--- config.mk ---
export PLATFORM = sky130hd
export DESIGN_NAME = mul_seq_ctrl_flat
export DESIGN_NICKNAME = d
export VERILOG_FILES = /design/src/rtl/mul_seq_ctrl_pkg.sv /design/src/rtl/mul_seq_ctrl_if.sv /design/src/rtl/mul_seq_ctrl_seq_decode.sv /design/src/rtl/mul_seq_ctrl.sv /design/src/flat_wrapper.sv
export SDC_FILE = /design/constraint.sdc
export NUM_CORES = 1
export LEC_CHECK = 0
export CAP_MARGIN = 20
export CORE_MARGIN = 4
export CORE_UTILIZATION = 41
export DETAILED_ROUTE_END_ITERATION = 16
export GPL_ROUTABILITY_DRIVEN = 0
export PLACE_DENSITY = 0.86
export REMOVE_ABC_BUFFERS = 1
export SLEW_MARGIN = 30
export SYNTH_ARGS = -nofsm -noshare
export SYNTH_HDL_FRONTEND = slang
export SYNTH_SLANG_ARGS = --single-unit
--- constraint.sdc ---
create_clock -name clk -period 3.15 [get_ports clk]
set_input_delay 0.315 -clock clk [delete_from_list [all_inputs] [get_ports clk]]
set_output_delay 0.315 -clock clk [all_outputs]
set_load 0.03 [all_outputs]
--- src/rtl/mul_seq_ctrl_pkg.sv ---
`default_nettype none
// ============================================================================
//  Module      : cpu_pkg
//  Description : Shared definitions for the hard-wired control sequencer:
//                opcode constants, sequencer state encoding, IR field bit
//                positions and the packed control-strobe bundle.
//  Revision    : 1.0 - initial release
// ============================================================================
package cpu_pkg;

    // Opcodes that the sequencer executes; every other value runs as a NOP
    localparam logic [4:0] OP_ADD  = 5'b00011;
    localparam logic [4:0] OP_SUB  = 5'b00100;
    localparam logic [4:0] OP_AND  = 5'b00101;
    localparam logic [4:0] OP_OR   = 5'b00110;
    localparam logic [4:0] OP_MUL  = 5'b01111;
    localparam logic [4:0] OP_DIV  = 5'b10000;
    localparam logic [4:0] OP_HALT = 5'b11011;

    // IR field positions
    localparam int OPC_HI = 31;
    localparam int OPC_LO = 27;
    localparam int RA_HI  = 26;
    localparam int RA_LO  = 23;
    localparam int RB_HI  = 22;
    localparam int RB_LO  = 19;
    localparam int RC_HI  = 18;
    localparam int RC_LO  = 15;

    typedef enum logic [3:0] {
        S_IDLE = 4'd0,
        S_T0   = 4'd1,
        S_T1   = 4'd2,
        S_T2   = 4'd3,
        S_T3   = 4'd4,
        S_T4   = 4'd5,
        S_T5   = 4'd6,
        S_T6   = 4'd7,
        S_HALT = 4'd8
    } state_t;

    // One cycle's worth of datapath control
    typedef struct packed {
        logic       pc_out;
        logic       mar_in;
        logic       inc_pc;
        logic       z_in;
        logic       pc_in;
        logic       read;
        logic       mdr_in;
        logic       mdr_out;
        logic       ir_in;
        logic       y_in;
        logic       zlow_out;
        logic       zhigh_out;
        logic       lo_in;
        logic       hi_in;
        logic       gra;
        logic       grb;
        logic       grc;
        logic       r_in;
        logic       r_out;
        logic [4:0] alu_op;
    } strobes_t;

    // Two-operand register ALU instruction that writes back through Gra
    function automatic logic is_alu(input logic [4:0] op);
        return (op == OP_ADD) || (op == OP_SUB) || (op == OP_AND) || (op == OP_OR);
    endfunction

    // Instruction whose result lands in the HI/LO pair
    function automatic logic is_muldiv(input logic [4:0] op);
        return (op == OP_MUL) || (op == OP_DIV);
    endfunction

endpackage
`default_nettype wire

--- src/rtl/mul_seq_ctrl_if.sv ---
`default_nettype none
// ============================================================================
//  Module      : mul_seq_ctrl_if
//  Description : Control bus between the sequencer and the datapath.
//                master : sequencer (reads run/ir, drives strobes and status)
//                slave  : datapath / environment (drives run/ir)
//  Ports       : run, ir in; PCout..HIin, Gra/Grb/Grc, Rin/Rout, alu_op,
//                busy, halted, instr_cnt out (from the master's view)
//  Revision    : 1.0 - initial release
// ============================================================================
interface mul_seq_ctrl_if #(
    parameter int CNT_W = 16
);
    logic             run;
    logic [31:0]      ir;

    logic             PCout;
    logic             MARin;
    logic             IncPC;
    logic             Zin;
    logic             PCin;
    logic             Read;
    logic             MDRin;
    logic             MDRout;
    logic             IRin;
    logic             Yin;
    logic             Zlowout;
    logic             Zhighout;
    logic             LOin;
    logic             HIin;
    logic             Gra;
    logic             Grb;
    logic             Grc;
    logic             Rin;
    logic             Rout;
    logic [4:0]       alu_op;
    logic             busy;
    logic             halted;
    logic [CNT_W-1:0] instr_cnt;

    modport master (
        input  run, ir,
        output PCout, MARin, IncPC, Zin, PCin, Read, MDRin, MDRout, IRin, Yin,
               Zlowout, Zhighout, LOin, HIin, Gra, Grb, Grc, Rin, Rout,
               alu_op, busy, halted, instr_cnt
    );

    modport slave (
        output run, ir,
        input  PCout, MARin, IncPC, Zin, PCin, Read, MDRin, MDRout, IRin, Yin,
               Zlowout, Zhighout, LOin, HIin, Gra, Grb, Grc, Rin, Rout,
               alu_op, busy, halted, instr_cnt
    );

endinterface
`default_nettype wire

--- src/rtl/mul_seq_ctrl_seq_decode.sv ---
`default_nettype none
// ============================================================================
//  Module      : seq_decode
//  Description : Purely combinational decode of (state, opcode) into the
//                per-cycle strobe bundle, the next state assuming run stays
//                high, and a retire flag for the cycle that completes an
//                instruction.
//  Ports       : state, opcode in; strb, nxt_hint, retire out
//  Revision    : 1.0 - initial release
// ============================================================================
module seq_decode
    import cpu_pkg::*;
(
    input  state_t     state,
    input  logic [4:0] opcode,
    output strobes_t   strb,
    output state_t     nxt_hint,
    output logic       retire
);

    logic w_alu;
    logic w_muldiv;

    assign w_alu    = is_alu(opcode);
    assign w_muldiv = is_muldiv(opcode);

    always_comb begin
        strb     = '0;
        nxt_hint = state;
        retire   = 1'b0;

        unique case (state)
            S_IDLE: begin
                nxt_hint = S_T0;
            end
            S_T0: begin
                strb.pc_out = 1'b1;
                strb.mar_in = 1'b1;
                strb.inc_pc = 1'b1;
                strb.z_in   = 1'b1;
                nxt_hint    = S_T1;
            end
            S_T1: begin
                strb.zlow_out = 1'b1;
                strb.pc_in    = 1'b1;
                strb.read     = 1'b1;
                strb.mdr_in   = 1'b1;
                nxt_hint      = S_T2;
            end
            S_T2: begin
                strb.mdr_out = 1'b1;
                strb.ir_in   = 1'b1;
                nxt_hint     = S_T3;
            end
            S_T3: begin
                // IR was loaded at the end of T2, so the opcode is valid here
                if (opcode == OP_HALT) begin
                    nxt_hint = S_HALT;
                end else if (w_alu || w_muldiv) begin
                    strb.grb   = 1'b1;
                    strb.r_out = 1'b1;
                    strb.y_in  = 1'b1;
                    nxt_hint   = S_T4;
                end else begin
                    retire   = 1'b1;
                    nxt_hint = S_T0;
                end
            end
            S_T4: begin
                strb.grc    = 1'b1;
                strb.r_out  = 1'b1;
                strb.z_in   = 1'b1;
                strb.alu_op = opcode;
                nxt_hint    = S_T5;
            end
            S_T5: begin
                strb.zlow_out = 1'b1;
                if (w_muldiv) begin
                    strb.lo_in = 1'b1;
                    nxt_hint   = S_T6;
                end else begin
                    strb.gra  = 1'b1;
                    strb.r_in = 1'b1;
                    retire    = 1'b1;
                    nxt_hint  = S_T0;
                end
            end
            S_T6: begin
                strb.zhigh_out = 1'b1;
                strb.hi_in     = 1'b1;
                retire         = 1'b1;
                nxt_hint       = S_T0;
            end
            S_HALT: begin
                nxt_hint = S_HALT;
            end
            default: begin
                nxt_hint = S_IDLE;
            end
        endcase
    end

endmodule
`default_nettype wire

--- src/rtl/mul_seq_ctrl.sv ---
`default_nettype none
// ============================================================================
//  Module      : mul_seq_ctrl
//  Description : Hard-wired control sequencer. Walks fetch (T0-T2) and
//                register-register ALU / MUL / DIV execution (T3-T6),
//                counts retired instructions and stops in HALT until clr.
//  Ports       : clk, clr (async, active high), bus (mul_seq_ctrl_if.master)
//  Revision    : 1.0 - initial release
// ============================================================================
module mul_seq_ctrl
    import cpu_pkg::*;
#(
    parameter int CNT_W = 16
) (
    input  wire            clk,
    input  wire            clr,
    mul_seq_ctrl_if.master bus
);

    state_t           r_state;
    state_t           w_next;
    state_t           w_hint;
    strobes_t         w_strb;
    strobes_t         w_strb_q;
    logic             w_retire;
    logic [4:0]       w_opcode;
    logic [CNT_W-1:0] r_cnt;

    assign w_opcode = bus.ir[OPC_HI:OPC_LO];

    seq_decode u_decode (
        .state    (r_state),
        .opcode   (w_opcode),
        .strb     (w_strb),
        .nxt_hint (w_hint),
        .retire   (w_retire)
    );

    // run is only consulted in IDLE and on the retire cycle, so dropping
    // it mid-instruction lets the instruction finish.
    always_comb begin
        w_next = w_hint;
        if ((r_state == S_IDLE || w_retire) && !bus.run) begin
            w_next = S_IDLE;
        end
    end

    always_ff @(posedge clk or posedge clr) begin
        if (clr) begin
            r_state <= S_IDLE;
            r_cnt   <= '0;
        end else begin
            r_state <= w_next;
            if (w_retire) begin
                r_cnt <= r_cnt + 1'b1;
            end
        end
    end

    // clr also masks combinationally so strobes drop in the same cycle
    // clr rises, independent of when the asynchronous reset settles.
    assign w_strb_q = clr ? '0 : w_strb;

    assign bus.PCout     = w_strb_q.pc_out;
    assign bus.MARin     = w_strb_q.mar_in;
    assign bus.IncPC     = w_strb_q.inc_pc;
    assign bus.Zin       = w_strb_q.z_in;
    assign bus.PCin      = w_strb_q.pc_in;
    assign bus.Read      = w_strb_q.read;
    assign bus.MDRin     = w_strb_q.mdr_in;
    assign bus.MDRout    = w_strb_q.mdr_out;
    assign bus.IRin      = w_strb_q.ir_in;
    assign bus.Yin       = w_strb_q.y_in;
    assign bus.Zlowout   = w_strb_q.zlow_out;
    assign bus.Zhighout  = w_strb_q.zhigh_out;
    assign bus.LOin      = w_strb_q.lo_in;
    assign bus.HIin      = w_strb_q.hi_in;
    assign bus.Gra       = w_strb_q.gra;
    assign bus.Grb       = w_strb_q.grb;
    assign bus.Grc       = w_strb_q.grc;
    assign bus.Rin       = w_strb_q.r_in;
    assign bus.Rout      = w_strb_q.r_out;
    assign bus.alu_op    = w_strb_q.alu_op;

    assign bus.busy      = !clr && (r_state != S_IDLE) && (r_state != S_HALT);
    assign bus.halted    = !clr && (r_state == S_HALT);
    assign bus.instr_cnt = r_cnt;

endmodule
`default_nettype wire

--- src/flat_wrapper.sv ---
// flat-port wrapper written by rule: the top's interface ports become plain ports
module mul_seq_ctrl_flat import cpu_pkg::*;
#(
    parameter int CNT_W = 16
)
  (clk, clr, bus_run, bus_ir, bus_PCout, bus_MARin, bus_IncPC, bus_Zin, bus_PCin, bus_Read, bus_MDRin, bus_MDRout, bus_IRin, bus_Yin, bus_Zlowout, bus_Zhighout, bus_LOin, bus_HIin, bus_Gra, bus_Grb, bus_Grc, bus_Rin, bus_Rout, bus_alu_op, bus_busy, bus_halted, bus_instr_cnt);
  mul_seq_ctrl_if #(.CNT_W(CNT_W)) bus_i ();
  input  wire clk;
  input  wire clr;
  input wire logic [$bits(bus_i.run)-1:0] bus_run;
  input wire logic [$bits(bus_i.ir)-1:0] bus_ir;
  output wire logic [$bits(bus_i.PCout)-1:0] bus_PCout;
  output wire logic [$bits(bus_i.MARin)-1:0] bus_MARin;
  output wire logic [$bits(bus_i.IncPC)-1:0] bus_IncPC;
  output wire logic [$bits(bus_i.Zin)-1:0] bus_Zin;
  output wire logic [$bits(bus_i.PCin)-1:0] bus_PCin;
  output wire logic [$bits(bus_i.Read)-1:0] bus_Read;
  output wire logic [$bits(bus_i.MDRin)-1:0] bus_MDRin;
  output wire logic [$bits(bus_i.MDRout)-1:0] bus_MDRout;
  output wire logic [$bits(bus_i.IRin)-1:0] bus_IRin;
  output wire logic [$bits(bus_i.Yin)-1:0] bus_Yin;
  output wire logic [$bits(bus_i.Zlowout)-1:0] bus_Zlowout;
  output wire logic [$bits(bus_i.Zhighout)-1:0] bus_Zhighout;
  output wire logic [$bits(bus_i.LOin)-1:0] bus_LOin;
  output wire logic [$bits(bus_i.HIin)-1:0] bus_HIin;
  output wire logic [$bits(bus_i.Gra)-1:0] bus_Gra;
  output wire logic [$bits(bus_i.Grb)-1:0] bus_Grb;
  output wire logic [$bits(bus_i.Grc)-1:0] bus_Grc;
  output wire logic [$bits(bus_i.Rin)-1:0] bus_Rin;
  output wire logic [$bits(bus_i.Rout)-1:0] bus_Rout;
  output wire logic [$bits(bus_i.alu_op)-1:0] bus_alu_op;
  output wire logic [$bits(bus_i.busy)-1:0] bus_busy;
  output wire logic [$bits(bus_i.halted)-1:0] bus_halted;
  output wire logic [$bits(bus_i.instr_cnt)-1:0] bus_instr_cnt;
  assign bus_i.run = bus_run;
  assign bus_i.ir = bus_ir;
  assign bus_PCout = bus_i.PCout;
  assign bus_MARin = bus_i.MARin;
  assign bus_IncPC = bus_i.IncPC;
  assign bus_Zin = bus_i.Zin;
  assign bus_PCin = bus_i.PCin;
  assign bus_Read = bus_i.Read;
  assign bus_MDRin = bus_i.MDRin;
  assign bus_MDRout = bus_i.MDRout;
  assign bus_IRin = bus_i.IRin;
  assign bus_Yin = bus_i.Yin;
  assign bus_Zlowout = bus_i.Zlowout;
  assign bus_Zhighout = bus_i.Zhighout;
  assign bus_LOin = bus_i.LOin;
  assign bus_HIin = bus_i.HIin;
  assign bus_Gra = bus_i.Gra;
  assign bus_Grb = bus_i.Grb;
  assign bus_Grc = bus_i.Grc;
  assign bus_Rin = bus_i.Rin;
  assign bus_Rout = bus_i.Rout;
  assign bus_alu_op = bus_i.alu_op;
  assign bus_busy = bus_i.busy;
  assign bus_halted = bus_i.halted;
  assign bus_instr_cnt = bus_i.instr_cnt;
  mul_seq_ctrl #(.CNT_W(CNT_W)) u_core (.clk(clk), .clr(clr), .bus(bus_i));
endmodule
==> summary.txt, run 1 <==
Outcome
  • Outcome: finished clean

Worst setup path
  • Crit path arrival time: 2720 ps
  • Crit start category: input pin
  • CP peak stage delay: 740 ps
  • Slowest CP cell: clkdlybuf4s50_1
  • CP required: 2830 ps
  • CP startpoint: bus_ir[28]
  • R2R Path End: u_core.bus.instr_cnt[13]
  • WS Path Type: in -> out
  • Most common cell on crit path: clkdlybuf4s50_1
  • RR Startpoint: u_core.r_state[2]
  • Setup crit end kind: output pin
  • Flop-to-flop setup slack: 1060 ps
  • R2R cell count: 5
  • Critical-path cell list: clkdlybuf4s50_1 -> or4b_1 -> o32a_2 -> o31ai_1 -> nor4b_2 -> clkdlybuf4s50_1
  • Worst Path Max Fanout: 4

Final layout
  • ANT cells: 0
  • P&R area growth vs syn: 37.11%
  • # fillers: 273
  • Layout cells sized above 1: 0.1053
  • Footprint of the multi-input gates: 723.2 um2
  • Final Net Count: 228
  • Post-layout util: 0.6004
  • Register area: 500.5 um2
  • Fin cells: 234

Clock network
  • Clk root buf: clkbuf_4
  • Skew-Pair Late Insertion Delay: 310 ps
  • Clock transition at the registers of the reported paths: 110 ps
  • CTS sink count: 20
  • Worst-case clock buffer depth: 2
  • H-Tree Depth: 1
  • TritonCTS buffer count: 3
  • CTS tree: built

Yosys
  • Asr flop ratio synth: 1.000
  • Number of flops mapped to enable cells by yosys: 0
  • Area contributors post-synth: dfrtp_1, xor2_1, buf_4
  • Synth cell types: 42
  • Top cells by count, synth: dfrtp_1, xor2_1, nand2_1
  • Ys Warns: 0
  • Synth area leader: dfrtp_1
  • Avg Inst Size Synth: 9.181 um2
  • Area of the mapped netlist: 1359 um2
  • Seq/Total Area, Yosys: 0.3683
  • Count leader, synth: dfrtp_1
  • Primary FF master, synth: dfrtp_1
  • Post-synthesis cell count: 148
  • Top cell type's share of synthesized area: 0.3683
  • Synth Register Bits: 20

Route
  • DR WL/cell: 14.05 um
  • DRT iter0 DRCs: 51
  • ANT nets after route: 0
  • Total Routed Length: 3.287 mm
  • Drt first pass iters: 4
  • Via count: 1232
  • Remaining routing DRC violations: 0
  • Vias per cell: 5.265

Pwr
  • Reg power frac: 0.346
  • VDD IR-drop max: 0.4574 mV
  • Leakage: 0.8276 nW
  • Clock power share: 0.102
  • Sw Share: 0.4778
  • Int Pwr: 0.0006231 W
  • Comb power frac: 0.552
  • Pwr dens: 640.4 nW/um2
  • NetSw: 0.0005700 W
  • Total power draw: 0.001193 W

STA
  • Final Hold Fails: 0
  • Final worst path period need: 3037 ps
  • Fmax: 0.3293 GHz
  • Final TNS setup: 0 ps
  • Pins over their slew limit: 0
  • Final period util: 0.9640
  • Clock Skews: 8.110 ps
  • Worst slew margin: 0.6427
  • Setup violations, final: 0
  • Unrepaired setup endpoints after global routing: false
  • Slew at the pin closest to its max-slew limit: 535.9 ps

Die
  • Die span in x: 65.57 um
  • Die Ht: 65.57 um
  • Core area: 3103 um2
  • Initial core utilization: 0.4379
  • Floorplan row count: 20
  • Die Footprint: 4299 um2
  • I/O Pins: 77

GRT
  • GRT Residual Overflow: 0
  • Gr usage total: 0.1675
  • First-pass GRT wire length: 5.671 mm
  • Largest net degree at the start of global routing: 21
  • Vias in the first global route: 1237
  • Initial antenna violation count: 0

Hold path
  • Hold Path Origin: u_core.bus.instr_cnt[15]
  • Hold EP: u_core.bus.instr_cnt[15]
  • Hold path cells: 1
  • Hold/Removal Path Class: reg -> reg

Run
  • # Max-Cap Violations: 0

Place
  • Post-DP HPWL: 2.607 mm
  • Port bufs: 49
  • Cells after DPL: 231
## critical path: cells and delay by family
| family | cells | cell delay, ps |
|---|---|---|
| AO/OA/AOI/OAI | 2 | 320 |
| buffers and inverters | 2 | 1200 |
| AND/OR/NAND/NOR | 2 | 890 |
## cell usage in the layout (no fill, tap or decap), types with 2 or more instances in the layout
cell / Yosys / final
a211oi_1: 7 / 7
a21oi_1: 7 / 7
and3_1: 5 / 5
buf_4: 9 / 7
clkbuf_4: 0 / 3
clkdlybuf4s50_1: 0 / 47
dfrtp_1: 20 / 20
inv_1: 7 / 7
nand2_1: 14 / 14
nand2b_1: 2 / 2
nand4_1: 4 / 4
nor2_1: 10 / 10
nor2b_1: 3 / 3
nor3_1: 6 / 6
nor4_1: 3 / 3
o2111ai_1: 2 / 2
o211ai_1: 2 / 2
xnor2_1: 3 / 3
xor2_1: 15 / 15
## what timing repair did
action / 4_1_cts / 5_1_grt
endpoints found under the setup margin: 0 / 2
resized for setup: 0 / 1
setup buffers: 0 / 0
hold buffers: 0 / 0
## power by group through the flow
stage | clock network, W | logic (W) | registers, W
final | 0.000122 | 0.000658 | 0.000413
after global routing | 0.000132 | 0.000706 | 0.000428
after CTS | 0.000126 | 0.000664 | 0.000413
after detailed placement | 0 | 0.000660 | 0.000418
after global placement | 0 | 0.000646 | 0.000411
after floorplan | 0 | 0.000347 | 0.000468
## logic make-up (layout without fill, tap and decap cells)
family | count (synthesis) | after routing | synth area share
simple gates | 54 | 54 | 0.2109
compound gates | 31 | 31 | 0.1851
buf+inv | 23 | 65 | 0.09944
flops | 20 | 20 | 0.3683
xor+xnor | 18 | 18 | 0.1160
fa+ha+maj | 1 | 1 | 0.009207
mux | 1 | 1 | 0.01105
## state kept, by name, summed over array words and instances (netlist names)
| register | count |
|---|---|
| u_core.bus.instr_cnt | 16 |
| u_core.r_state | 4 |
## area by class of cell
| cell class | count | share of cell area |
|---|---|---|
| Sequential cell | 20 | 0.2686 |
| Clock buffer | 3 | 0.01209 |
| Tap cell | 44 | 0.02955 |
| Timing Repair Buffer | 55 | 0.2874 |
| Multi-Input combinational cell | 105 | 0.3882 |
| Inverter | 7 | 0.01410 |
## stage by stage
stage	hold WS, ps	instance area, um2	setup WS [ps]
final	472.2	1863	113.4
after CTS	475.4	1861	85.46
after floorplan	284.1	1250	-419.1
after global routing	487.3	1863	4.472
after detailed placement	456.1	1838	87.45
after global placement	454.4	1838	139.4
## worst max-delay path by stage
stage | slack, ps | depth (start not counted) | to
3_3_place_gp | 140 | 6 | bus_Grb
2_1_floorplan | -420 | 2 | bus_IncPC
6_report | 110 | 6 | bus_Grb
4_1_cts | 90 | 6 | bus_Yin
5_1_grt | 4 | 6 | bus_Grb
3_5_place_dp | 90 | 6 | bus_Yin
## routing by layer
| layer | share of wire | track usage |
|---|---|---|
| met1 | 0.39 | 0.1784 |
| met2 | 0.57 | 0.3262 |
| met3 | 0.036 | 0.04444 |
| met4 | 0.0012 | 0.03368 |
| met5 | 0 | 0 |
Power figures use the tool's default switching activity.
==> run 2: changes to the inputs <==
Settings changed: CAP_MARGIN 20 to not set.
==> results of run 2 <==
Final layout, timing and power as in run 1 (identical DEF).
